--- config.mk ---
export PLATFORM = sky130hd
export DESIGN_NAME = somador_serial_flat
export DESIGN_NICKNAME = d
export VERILOG_FILES = /design/src/rtl/somador_serial_if.sv /design/src/rtl/somador_serial.sv /design/src/flat_wrapper.sv
export SDC_FILE = /design/constraint.sdc
export NUM_CORES = 1
export LEC_CHECK = 0
export CORE_MARGIN = 2
export CORE_UTILIZATION = 35
export DETAILED_ROUTE_END_ITERATION = 8
export MAX_ROUTING_LAYER = met4
export RECOVER_POWER = 50
export SLEW_MARGIN = 20
export SYNTH_ARGS = -nofsm -noshare
export SYNTH_HDL_FRONTEND = slang
export SYNTH_SLANG_ARGS = --single-unit
--- constraint.sdc ---
create_clock -name clk -period 3.17 [get_ports clk]
set_input_delay 0.634 -clock clk [delete_from_list [all_inputs] [get_ports clk]]
set_output_delay 0.634 -clock clk [all_outputs]
set_load 0.02 [all_outputs]
--- src/rtl/somador_serial_if.sv ---
// Handshake bundle for the bit-serial adder/subtractor.
// Operands in (in_valid/in_ready), result out (out_valid/out_ready).
interface somador_serial_if #(
  parameter int N = 4
);
  logic         in_valid;
  logic         in_ready;
  logic [N-1:0] A;
  logic [N-1:0] B;
  logic         sub;
  logic         cin;
  logic         out_valid;
  logic         out_ready;
  logic [N:0]   S;
  logic         ovf;

  modport master (
    output in_valid, A, B, sub, cin, out_ready,
    input  in_ready, out_valid, S, ovf
  );

  modport slave (
    input  in_valid, A, B, sub, cin, out_ready,
    output in_ready, out_valid, S, ovf
  );
endinterface

--- src/rtl/somador_serial.sv ---
// Bit-serial adder/subtractor: one full-adder cell over N cycles.
// Ports: clk, rst_n (sync, active low), bus (somador_serial_if.slave).
module somador_serial #(
  parameter int N = 4
) (
  input  logic clk,
  input  logic rst_n,
  somador_serial_if.slave bus
);
  localparam int CNT_W = $clog2(N) + 1;

  typedef enum logic [1:0] {IDLE, CALC, DONE} state_t;

  state_t state, state_n;

  logic [N-1:0]     ra, rb, sh;
  logic             carry;
  logic [CNT_W-1:0] cnt;
  logic [N:0]       s_q;
  logic             ovf_q;
  logic             sum, cnew, last;

  assign sum  = ra[0] ^ rb[0] ^ carry;
  assign cnew = (ra[0] & rb[0]) | (ra[0] & carry) | (rb[0] & carry);
  assign last = (cnt == CNT_W'(N - 1));

  always_ff @(posedge clk) begin
    if (!rst_n) state <= IDLE;
    else        state <= state_n;
  end

  always_comb begin
    state_n       = state;
    bus.in_ready  = 1'b0;
    bus.out_valid = 1'b0;
    unique case (state)
      IDLE: begin
        bus.in_ready = 1'b1;
        if (bus.in_valid) state_n = CALC;
      end
      CALC: begin
        if (last) state_n = DONE;
      end
      DONE: begin
        bus.out_valid = 1'b1;
        if (bus.out_ready) state_n = IDLE;
      end
      default: state_n = IDLE;
    endcase
  end

  // Sum bits collect in sh; S only updates on completion so the
  // previous result stays visible while a new one is computed.
  always_ff @(posedge clk) begin
    if (!rst_n) begin
      ra    <= '0;
      rb    <= '0;
      sh    <= '0;
      carry <= 1'b0;
      cnt   <= '0;
      s_q   <= '0;
      ovf_q <= 1'b0;
    end else begin
      unique case (state)
        IDLE: begin
          if (bus.in_valid) begin
            ra    <= bus.A;
            rb    <= bus.sub ? ~bus.B : bus.B;
            carry <= bus.sub ? 1'b1 : bus.cin;
            cnt   <= '0;
          end
        end
        CALC: begin
          sh    <= {sum, sh[N-1:1]};
          ra    <= ra >> 1;
          rb    <= rb >> 1;
          carry <= cnew;
          cnt   <= cnt + CNT_W'(1);
          if (last) begin
            s_q   <= {cnew, sum, sh[N-1:1]};
            // carry into MSB vs carry out of MSB
            ovf_q <= carry ^ cnew;
          end
        end
        default: ;
      endcase
    end
  end

  assign bus.S   = s_q;
  assign bus.ovf = ovf_q;
endmodule

--- src/flat_wrapper.sv ---
// flat-port wrapper written by rule: the top's interface ports become plain ports
module somador_serial_flat 
#(
  parameter int N = 4
)
  (clk, rst_n, bus_in_valid, bus_A, bus_B, bus_sub, bus_cin, bus_out_ready, bus_in_ready, bus_out_valid, bus_S, bus_ovf);
  somador_serial_if #(.N(N)) bus_i ();
  input  logic clk;
  input  logic rst_n;
  input wire logic [$bits(bus_i.in_valid)-1:0] bus_in_valid;
  input wire logic [$bits(bus_i.A)-1:0] bus_A;
  input wire logic [$bits(bus_i.B)-1:0] bus_B;
  input wire logic [$bits(bus_i.sub)-1:0] bus_sub;
  input wire logic [$bits(bus_i.cin)-1:0] bus_cin;
  input wire logic [$bits(bus_i.out_ready)-1:0] bus_out_ready;
  output wire logic [$bits(bus_i.in_ready)-1:0] bus_in_ready;
  output wire logic [$bits(bus_i.out_valid)-1:0] bus_out_valid;
  output wire logic [$bits(bus_i.S)-1:0] bus_S;
  output wire logic [$bits(bus_i.ovf)-1:0] bus_ovf;
  assign bus_i.in_valid = bus_in_valid;
  assign bus_i.A = bus_A;
  assign bus_i.B = bus_B;
  assign bus_i.sub = bus_sub;
  assign bus_i.cin = bus_cin;
  assign bus_i.out_ready = bus_out_ready;
  assign bus_in_ready = bus_i.in_ready;
  assign bus_out_valid = bus_i.out_valid;
  assign bus_S = bus_i.S;
  assign bus_ovf = bus_i.ovf;
  somador_serial #(.N(N)) u_core (.clk(clk), .rst_n(rst_n), .bus(bus_i));
endmodule
Word-level counts from Yosys, hierarchy flattened
Cells that the tools add are included.
{ "classes": {"n_addsub": 1, "eq_ne": 6, "muxes": 16, "bitwise_logic": 9, "reduce_logical": 5} }
{ "op_table": {"columns": ["op", "count"], "rows": [
  ["case mux 4 bit (2 select lines)", 2],
  ["2-to-1 mux 4 bit", 3],
  ["2-to-1 mux 2 bit", 3],
  ["case mux 2 bit (3 select lines)", 1],
  ["case mux 3 bit (2 select lines)", 1],
  ["2-to-1 mux 1 bit", 4],
  ["!= test 2 bit (second input constant)", 2],
  ["inverter 4 bit", 1],
  ["AND reduction 2 bit", 2],
  ["adder 3 x 1 -> 3 bit (second input constant)", 1],
  ["bitwise AND 1 bit", 3],
  ["equality test 3 x 2 -> 1 bit (second input constant)", 1],
  ["2-to-1 mux 3 bit", 1],
  ["AND reduction 3 bit", 1],
  ["bitwise XOR 1 bit", 3],
  ["equality test 2 x 1 -> 1 bit (second input constant)", 1],
  ["equality test 2 bit (second input constant)", 1],
  ["zero test 2 bit", 1],
  ["!= test 2 x 1 -> 1 bit (second input constant)", 1],
  ["OR 1 bit", 2],
  ["case mux 1 bit (2 select lines)", 1],
  ["nonzero test 2 bit", 1]
]} }
{ "word_totals": {"ff_bits": 24, "input_bits": 14, "out_inout_bits": 8, "wordCells": 45} }

Logic depth before layout (Yosys ltp)
Gate-level depths: netlist of run 1.
{ "logic_depth": {"word_depth": 4, "mapped_depth": 6, "depth_no_buf": 5} }

Worst setup path before layout of run 1
OpenSTA, ideal clock, no wires.
{ "synth_path": {"path_type": "register to output", "from": "register u_core.state[0]", "to": "output port bus_out_valid", "t_arrival_ns": 0.798, "required_time_ns": 2.536, "path_slack_ns": 1.738, "stages_incl_launch_ff": 3, "n_path_buf": 1, "cell_sequence": "dfxtp_1 > buf_4 > nor2b_1"} }
{ "synth_via": {"elab_chain_cells": 2} }
{ "synth_rtl": {"columns": ["item", "line", "text"], "rows": [
  ["start, declared", "somador_serial.sv:14", "state_t state, state_n;"],
  ["start signal, assigned", "somador_serial.sv:29", "else state <= state_n;"],
  ["equality test 2 bit", "somador_serial.sv:36", "unique case (state)"],
  ["2-to-1 mux 1 bit", "somador_serial.sv:36", null],
  ["end, declared", "flat_wrapper.sv:17", "output wire logic [$bits(bus_i.out_valid)-1:0] bus_out_valid;"]
]} }
Every way passes these cells.

Worst setup path in the final report of run 1
{ "layout_path": {"from": "register u_core.state[1]", "to": "output port bus_out_valid"} }
Same word-level chain as after synthesis.

==> results of run 1 <==
[layout by cell type, fill, tap and decap left out, types with 4 or more instances in the layout]
cell type / Yosys / routed
nand2_1: 16 / 16
nand3_1: 8 / 8
dfxtp_1: 23 / 23
nor2b_1: 5 / 5
clkdlybuf4s50_1: 0 / 20
a21oi_1: 4 / 4
o22ai_1: 4 / 4
a21boi_0: 0 / 7
[per-layer routing]
metal	vias to the layer above	share of wire (%)	GRT usage, %	wire (um)
met5	-	0	-	0
li1	426	-	-	-
met3	2	5.8	3.96	118
met4	0	0.59	2.92	12
met2	27	47	24.8	967
met1	391	46	14.6	947
[through the flow]
stage               hold slack (ns)  total power, mW
floorplan                     0.435            0.371
CTS                           0.467            0.530
global placement              0.444            0.396
detailed placement            0.449            0.397
global route                  0.506            0.551
finish                        0.473            0.523
[kinds of logic (layout without fill, tap and decap cells)]
logic type	Yosys count	in the layout	share of synthesized area, %
simple gates	42	42	21.4
buf+inv	11	28	5.59
fa+ha+maj	3	3	4.29
mux	1	1	0.952
xor+xnor	5	5	4.17
flops	23	23	43.8
compound gates	29	29	19.8
[sequential cells by signal (all words and copies together), names as in the netlist]
name and flops:
u_core.ra 4, u_core.rb 4, u_core.carry 1, u_core.sh 3
u_core.bus.S 5, u_core.cnt 3, u_core.state 2, u_core.bus.ovf 1
[worst max-delay path by stage]
stage                                       from                         to  slack (ns)  depth (start not counted)
finish              u_core.state[1]$_SDFFE_PN0P_              bus_out_valid        0.89                          2
global route        u_core.state[1]$_SDFFE_PN0P_              bus_out_valid        0.80                          2
CTS                 u_core.state[1]$_SDFFE_PN0P_              bus_out_valid        0.87                          2
detailed placement                         rst_n  u_core.rb[2]$_SDFFE_PN0P_        1.10                          3
global placement                           rst_n  u_core.rb[0]$_SDFFE_PN0P_        1.15                          3
floorplan           u_core.state[0]$_SDFFE_PN0P_              bus_out_valid        1.74                          2
[report_power, final]
group	leakage [nW]	switching (mW)	internal, mW
clock	0.0150	0.0841	0.0491
sequential	0.188	0.0116	0.303
combinational	0.262	0.0356	0.0399
[critical path: stages, from the launching register on]
cell and delay [ns]:
dfxtp_1 0.51, nor2b_1 0.22, clkdlybuf4s50_1 0.62
[cell type report]
class | instances | area share [%]
multi-input combinational | 80 | 41.4
sequential | 23 | 36.1
timing repair buffer | 21 | 16.5
tap | 31 | 3.05
clock buffer | 4 | 2.06
inverter | 3 | 0.884
==> results_dict.tcl, run 1 <==
set metrics [dict create \
    seq_area_um2 460 \
    crit_type "flop to output pin" \
    cts_setup_buffers 0 \
    grt_overflow 0 \
    status "finished, violations left" \
    syn_to_final_growth_pct 21.2 \
    cts_tree "yes" \
    yosys-top-cells-area "dfxtp_1 (44%), a21boi_1 (5.7%), nand2_1 (5.7%)" \
    nets 149 \
    violations "design-rule violations" \
    cts.clk_slew.worst_paths_ns 0.12 \
    cts_buffer_depth 2 \
    holdCritStartpoint "u_core.bus.S[2]$_SDFFE_PN0P_" \
    worst_slew_pin_slew_ns 0.787 \
    clkLatencyLatePin_ns 0.30 \
    place_area_um2 1250 \
    routabilityCongestion 0.703 \
    synth-async-reset-ratio_pct 0 \
    ys_ff_latch 23 \
    relSlewSlack_pct 47.3 \
    rows 19 \
    yosysMostFrequentCell "dfxtp_1" \
    synth_cell_types 32 \
    synth_edf_count 0 \
    post-route-period-util_pct 72.1 \
    fin_worst_skew_ns 0.00252 \
    netlist_area_um2 1050 \
    irDropWorstVdd_uv 239 \
    end_kind "output pin" \
    worst_slack_ns 0.886 \
    grt_pass1_vias 836 \
    htree_levels 1 \
    holdPathEnd "u_core.bus.S[2]$_SDFFE_PN0P_" \
    die_h_um 58.8 \
    ioPinCount 22 \
    r2r_end "u_core.bus.S[4]$_SDFFE_PN0P_" \
    drive_above_1_share_pct 6.11 \
    placed_cells 158 \
    drt_iter0_markers 20 \
    post_drt_wl_per_cell_um 12.6 \
    synth_commonest_cells "dfxtp_1 (23), nand2_1 (16), a21boi_1 (8), nand3_1 (8), nor2b_1 (5)" \
    wl_um 2040 \
    ant_nets 0 \
    cp_max_fo 9 \
    clock-root-buffer "clkbuf_4" \
    drv_slew 0 \
    grt_use_total_pct 13.7 \
    hp-class "flop to flop" \
    grt_max_degree 28 \
    routed_via_density 5.22 \
    period_minus_slack_ns 2.28 \
    syn_avg_cell_area_um2 9.22 \
    core_area_um2 2810 \
    reg2reg_slack_ns 1.78 \
    die_area_um2 3460 \
    cts.sink_count 23 \
    utilization_pct 45.4 \
    numCtsBuffers 3 \
    setup-violations-final 0 \
    syn-num-nets 131 \
    hold_viol 0 \
    start_kind "flop" \
    fmax_ghz 0.438 \
    portBuffers 21 \
    first_pass_iters 6 \
    initial_core_util_pct 37.5 \
    rsz0062_at_grt "no" \
    num_vias 846 \
    synth_ff_type "dfxtp_1" \
    multi_input_area_um2 527 \
    synth_cells 114 \
    final.fill_count 296 \
    antenna_found_initial 0 \
    drv_cap 0 \
    critPathRequiredTime_ns 2.54 \
    stdcell_area_um2 1270 \
    drc 2 \
    arrival_ns 1.65 \
    cts_resized 0 \
    post-dp-hpwl_um 1530 \
    yosys.area.top_type "dfxtp_1" \
    grt_pass1_wl_um 3550 \
    antenna_cells 0 \
    yosysSeqAreaShare_pct 43.8 \
    synth_top_area_share_pct 43.8 \
    p_per_area_nw_per_um2 411 \
    place_ws_ns 1.10 \
    reg2reg_from "u_core.cnt[0]$_SDFFE_PN0P_" \
    worst_hold_path.num_cells 2 \
    die_w_um 58.8 \
    ff2ff_path_depth 5 \
    ys_warn_count 0 \
    finalSetupTns_ns 0 \
    hold_buffers 0 \
    finalNonFillerCells 162 \
    total_leakage_power_nw 0.465 \
]
No activity file was read; power rests on OpenSTA's default activity.
==> run 2: changes to the inputs <==
Clock period 3.17 ns to 2.1 ns, I/O delays scaled along.
==> run 2 against run 1 <==
Compared with the run above: the run still ends with design-rule violations left; clock skew increased by 0.0024 ns; sequential power is 51% higher; clock-buffer cell count unchanged; routed wire length down 2.3%; non-clock buffer count grew 2; first-iteration DRC count is the same; die area stayed put; critical endpoint is now bus_in_ready; largest cell class unchanged; highest routed layer unchanged.
==> results_dict.tcl, run 2 (same netlist as run 1, synthesis figures left out) <==
set metrics [dict create \
    grt_pass1_wl_um 3240 \
    ant_nets 0 \
    first_pass_iters 6 \
    rsz0062_at_grt "no" \
    finalSetupTns_ns 0 \
    worst_slew_pin_slew_ns 0.444 \
    post-dp-hpwl_um 1450 \
    p_per_area_nw_per_um2 614 \
    antenna_found_initial 0 \
    irDropWorstVdd_uv 205 \
    portBuffers 21 \
    multi_input_area_um2 520 \
    seq_area_um2 462 \
    final.fill_count 288 \
    drive_above_1_share_pct 6.02 \
    period_minus_slack_ns 1.90 \
    end_kind "output pin" \
    wl_um 2000 \
    cts.clk_slew.worst_paths_ns 0.12 \
    hold_viol 0 \
    ff2ff_path_depth 3 \
    routabilityCongestion 0.696 \
    cp_cell_sequence "nor2_1 > clkdlybuf4s50_1" \
    grt_pass1_vias 767 \
    largest_register_ff_count 5 \
    post-route-period-util_pct 90.5 \
    htree_levels 1 \
    core_area_um2 2810 \
    drv_slew 0 \
    arrival_ns 1.48 \
    num_vias 831 \
    numCtsBuffers 3 \
    power_mw 0.790 \
    routed_via_density 5.07 \
    initial_core_util_pct 37.5 \
    setup-violations-final 0 \
    post_drt_wl_per_cell_um 12.2 \
    total_leakage_power_nw 0.495 \
    grt_overflow 0 \
    relSlewSlack_pct 70.3 \
    critPathRequiredTime_ns 1.68 \
    cts_tree "yes" \
    syn_to_final_growth_pct 22.4 \
    layout_common_cells "dfxtp_1 (22), clkdlybuf4s50_1 (19), nand2_1 (16), nand3_1 (8)" \
    cts_buffer_depth 2 \
    antenna_cells 0 \
    rows 19 \
    die_h_um 58.8 \
    fin_worst_skew_ns 0.00496 \
    start_kind "flop" \
    cts.sink_count 23 \
    die_w_um 58.8 \
    nets 151 \
    hp-class "flop to flop" \
    die_area_um2 3460 \
    drt_iter0_markers 20 \
    critPathMaxStageDelay_ns 0.62 \
    status "finished, violations left" \
    fmax_ghz 0.526 \
    clock-root-buffer "clkbuf_4" \
    ioPinCount 22 \
    cp_max_fo 11 \
    drc 2 \
    final_common_cell "dfxtp_1" \
    slowest_stage "clkdlybuf4s50_1" \
    violations "design-rule violations" \
    grt_use_total_pct 12.7 \
    grt_max_degree 28 \
    crit_type "flop to output pin" \
    worst_hold_path.num_cells 2 \
    clkLatencyLatePin_ns 0.31 \
    drv_cap 0 \
]
## run 2: where the power goes
group | switching [mW] | internal (mW) | leakage [nW] | total, mW
Sequential | 0.0161 | 0.457 | 0.188 | 0.473
Combinational | 0.0536 | 0.0593 | 0.292 | 0.113
Clock | 0.130 | 0.0741 | 0.0150 | 0.204
## run 2: worst paths after layout
path / startpoint / slack [ns] / endpoint
setup reg to reg: u_core.state[0]$_SDFFE_PN0P_ / 0.69 / u_core.carry$_SDFFE_PN0P_
hold reg to reg: u_core.bus.S[0]$_SDFFE_PN0P_ / 0.46 / u_core.bus.S[0]$_SDFFE_PN0P_
setup / recovery: u_core.state[0]$_SDFFE_PN0P_ / 0.20 / bus_in_ready
hold / removal: u_core.bus.S[0]$_SDFFE_PN0P_ / 0.46 / u_core.bus.S[0]$_SDFFE_PN0P_
## run 2: metrics by stage
| step | hold slack (ns) | cell area, um^2 | worst slack (ns) | util, % | cells |
|---|---|---|---|---|---|
| floorplan | 0.435 | 1050 | 0.810 | - | 114 |
| global placement | 0.441 | 1270 | 0.418 | 45.2 | 160 |
| detailed placement | 0.445 | 1270 | 0.418 | 45.2 | 160 |
| CTS | 0.462 | 1290 | 0.0522 | 46.1 | 164 |
| global route | 0.484 | 1290 | 0.110 | 45.9 | 164 |
| finish | 0.457 | 1290 | 0.199 | 45.9 | 164 |
## run 2: area by class of cell
type                    count  share of cell area (%)
clock buffers               4                    2.04
multi-input cells          80                    40.5
inverters                   3                   0.875
flip-flops and latches     23                    35.9
repair buffers             23                    17.7
well taps                  31                    3.02
## run 2: worst max-delay path, delay by kind of cell, from the launching register on
kind | cells | cell delay [ns]
buf+inv | 1 | 0.62
flops | 1 | 0.43
simple gates | 1 | 0.13
## run 2: per-layer routing
layer,vias up,global-route usage (%),routed length [um]
li1,432,-,-
met1,373,14.2,945
met2,24,21.4,909
met3,2,2.86,131
met4,0,5.84,10
met5,-,-,0
## run 2: timing repair
action / CTS / global route
setup buffers: 0 / 0
resized for setup: 0 / 2
endpoints found under the setup margin: 0 / 1
hold buffers: 0 / 0
==> run 3: changes to the inputs <==
Clock period 2.1 ns to 1.9 ns, I/O delays scaled along.
==> run 3 against run 2 <==
Compared with the run above: the run still ends with design-rule violations left; worst setup slack got worse by 0.089 ns; sequential power increased by 11%; routed wire length fell by 2.7%; largest cell class unchanged.
==> results_dict.tcl, run 3 (same netlist as run 1, synthesis figures left out) <==
set metrics [dict create \
    die_w_um 58.8 \
    layout_common_cells "dfxtp_1 (21), clkdlybuf4s50_1 (19), nand2_1 (16), nand3_1 (8), a21boi_1 (6)" \
    clock-root-buffer "clkbuf_4" \
    drc 2 \
    rsz0062_at_grt "no" \
    relSlewSlack_pct 71.3 \
    drt_iter0_markers 21 \
    arrival_ns 1.41 \
    final_common_cell "dfxtp_1" \
    start_kind "flop" \
    num_vias 805 \
    numCtsBuffers 3 \
    total_leakage_power_nw 0.477 \
    routabilityCongestion 0.856 \
    die_area_um2 3460 \
    grt_max_degree 28 \
    ff2ff_path_depth 5 \
    antenna_found_initial 0 \
    ioPinCount 22 \
    drv_cap 0 \
    fin_worst_skew_ns 0.0109 \
    post-route-period-util_pct 94.2 \
    nets 150 \
    grt_pass1_wl_um 3440 \
    antenna_cells 0 \
    routed_via_density 4.94 \
    die_h_um 58.8 \
    first_pass_iters 6 \
    post-dp-hpwl_um 1420 \
    status "finished, violations left" \
    end_kind "output pin" \
    hold_buffers 0 \
    grt_pass1_vias 832 \
    syn_to_final_growth_pct 21.8 \
    whs_ns 0.459 \
    ant_nets 0 \
    cts_buffer_depth 2 \
    initial_core_util_pct 37.5 \
    worst_slack_ns 0.110 \
    period_minus_slack_ns 1.79 \
    worst_slew_pin_slew_ns 0.430 \
    post_drt_wl_per_cell_um 11.9 \
    clkLatencyLatePin_ns 0.31 \
    p_per_area_nw_per_um2 679 \
    violations "design-rule violations" \
    cts_setup_buffers 0 \
    fmax_ghz 0.559 \
    crit_type "flop to output pin" \
    irDropWorstVdd_uv 242 \
    setup-violations-final 0 \
    grt_overflow 0 \
    worst_hold_path.num_cells 2 \
    grt_use_total_pct 13.3 \
    finalSetupTns_ns 0 \
    hold_viol 0 \
    cp_max_fo 11 \
    largest_register_ff_count 5 \
    cts_resized 3 \
    cts.sink_count 23 \
    wl_um 1940 \
    final.fill_count 289 \
    drv_slew 0 \
    core_area_um2 2810 \
    cts_tree "yes" \
    rows 19 \
    place_ws_ns 0.236 \
    drive_above_1_share_pct 7.58 \
    portBuffers 21 \
    critPathRequiredTime_ns 1.52 \
    htree_levels 1 \
    hp-class "flop to flop" \
    cts.clk_slew.worst_paths_ns 0.12 \
]
## run 3: critical path: stages (launching register included)
cell,delay [ns]
dfxtp_2,0.40
nor2_1,0.11
clkdlybuf4s50_1,0.61
## run 3: report_power, final
group / internal (mW) / switching [mW]
Clock: 0.0785 / 0.143
Sequential: 0.506 / 0.0176
Combinational: 0.0666 / 0.0583
Total: 0.651 / 0.219
## run 3: metal layers
layer	vias to the layer above	wire length (um)	GRT usage, %
met3	2	103	2.86
met5	-	0	-
met2	22	871	22.2
met1	353	955	15.3
li1	428	-	-
met4	0	12	5.84
## run 3: area by class of cell
| cell class | instances | area [um^2] | share of cell area (%) |
|---|---|---|---|
| repair buffers | 22 | 216 | 16.9 |
| flip-flops and latches | 23 | 463 | 36.2 |
| multi-input cells | 80 | 523 | 40.9 |
| inverters | 3 | 11.3 | 0.880 |
| well taps | 31 | 38.8 | 3.03 |
| clock buffers | 3 | 22.5 | 1.76 |
| clock inverters | 1 | 5.00 | 0.391 |
## run 3: final timing paths
| check | from | to | slack, ns |
|---|---|---|---|
| setup / recovery | u_core.state[0]$_SDFFE_PN0P_ | bus_in_ready | 0.11 |
| hold / removal | u_core.bus.S[0]$_SDFFE_PN0P_ | u_core.bus.S[0]$_SDFFE_PN0P_ | 0.46 |
| setup reg to reg | u_core.cnt[0]$_SDFFE_PN0P_ | u_core.bus.S[4]$_SDFFE_PN0P_ | 0.50 |
| hold reg to reg | u_core.bus.S[0]$_SDFFE_PN0P_ | u_core.bus.S[0]$_SDFFE_PN0P_ | 0.46 |
## run 3: metrics by stage
stage	cells	util (%)	power (mW)	area [um^2]
floorplan	114	-	0.619	1050
global placement	159	44.9	0.661	1260
detailed placement	159	44.9	0.663	1260
CTS	163	45.9	0.889	1290
global route	163	45.6	0.927	1280
finish	163	45.6	0.869	1280
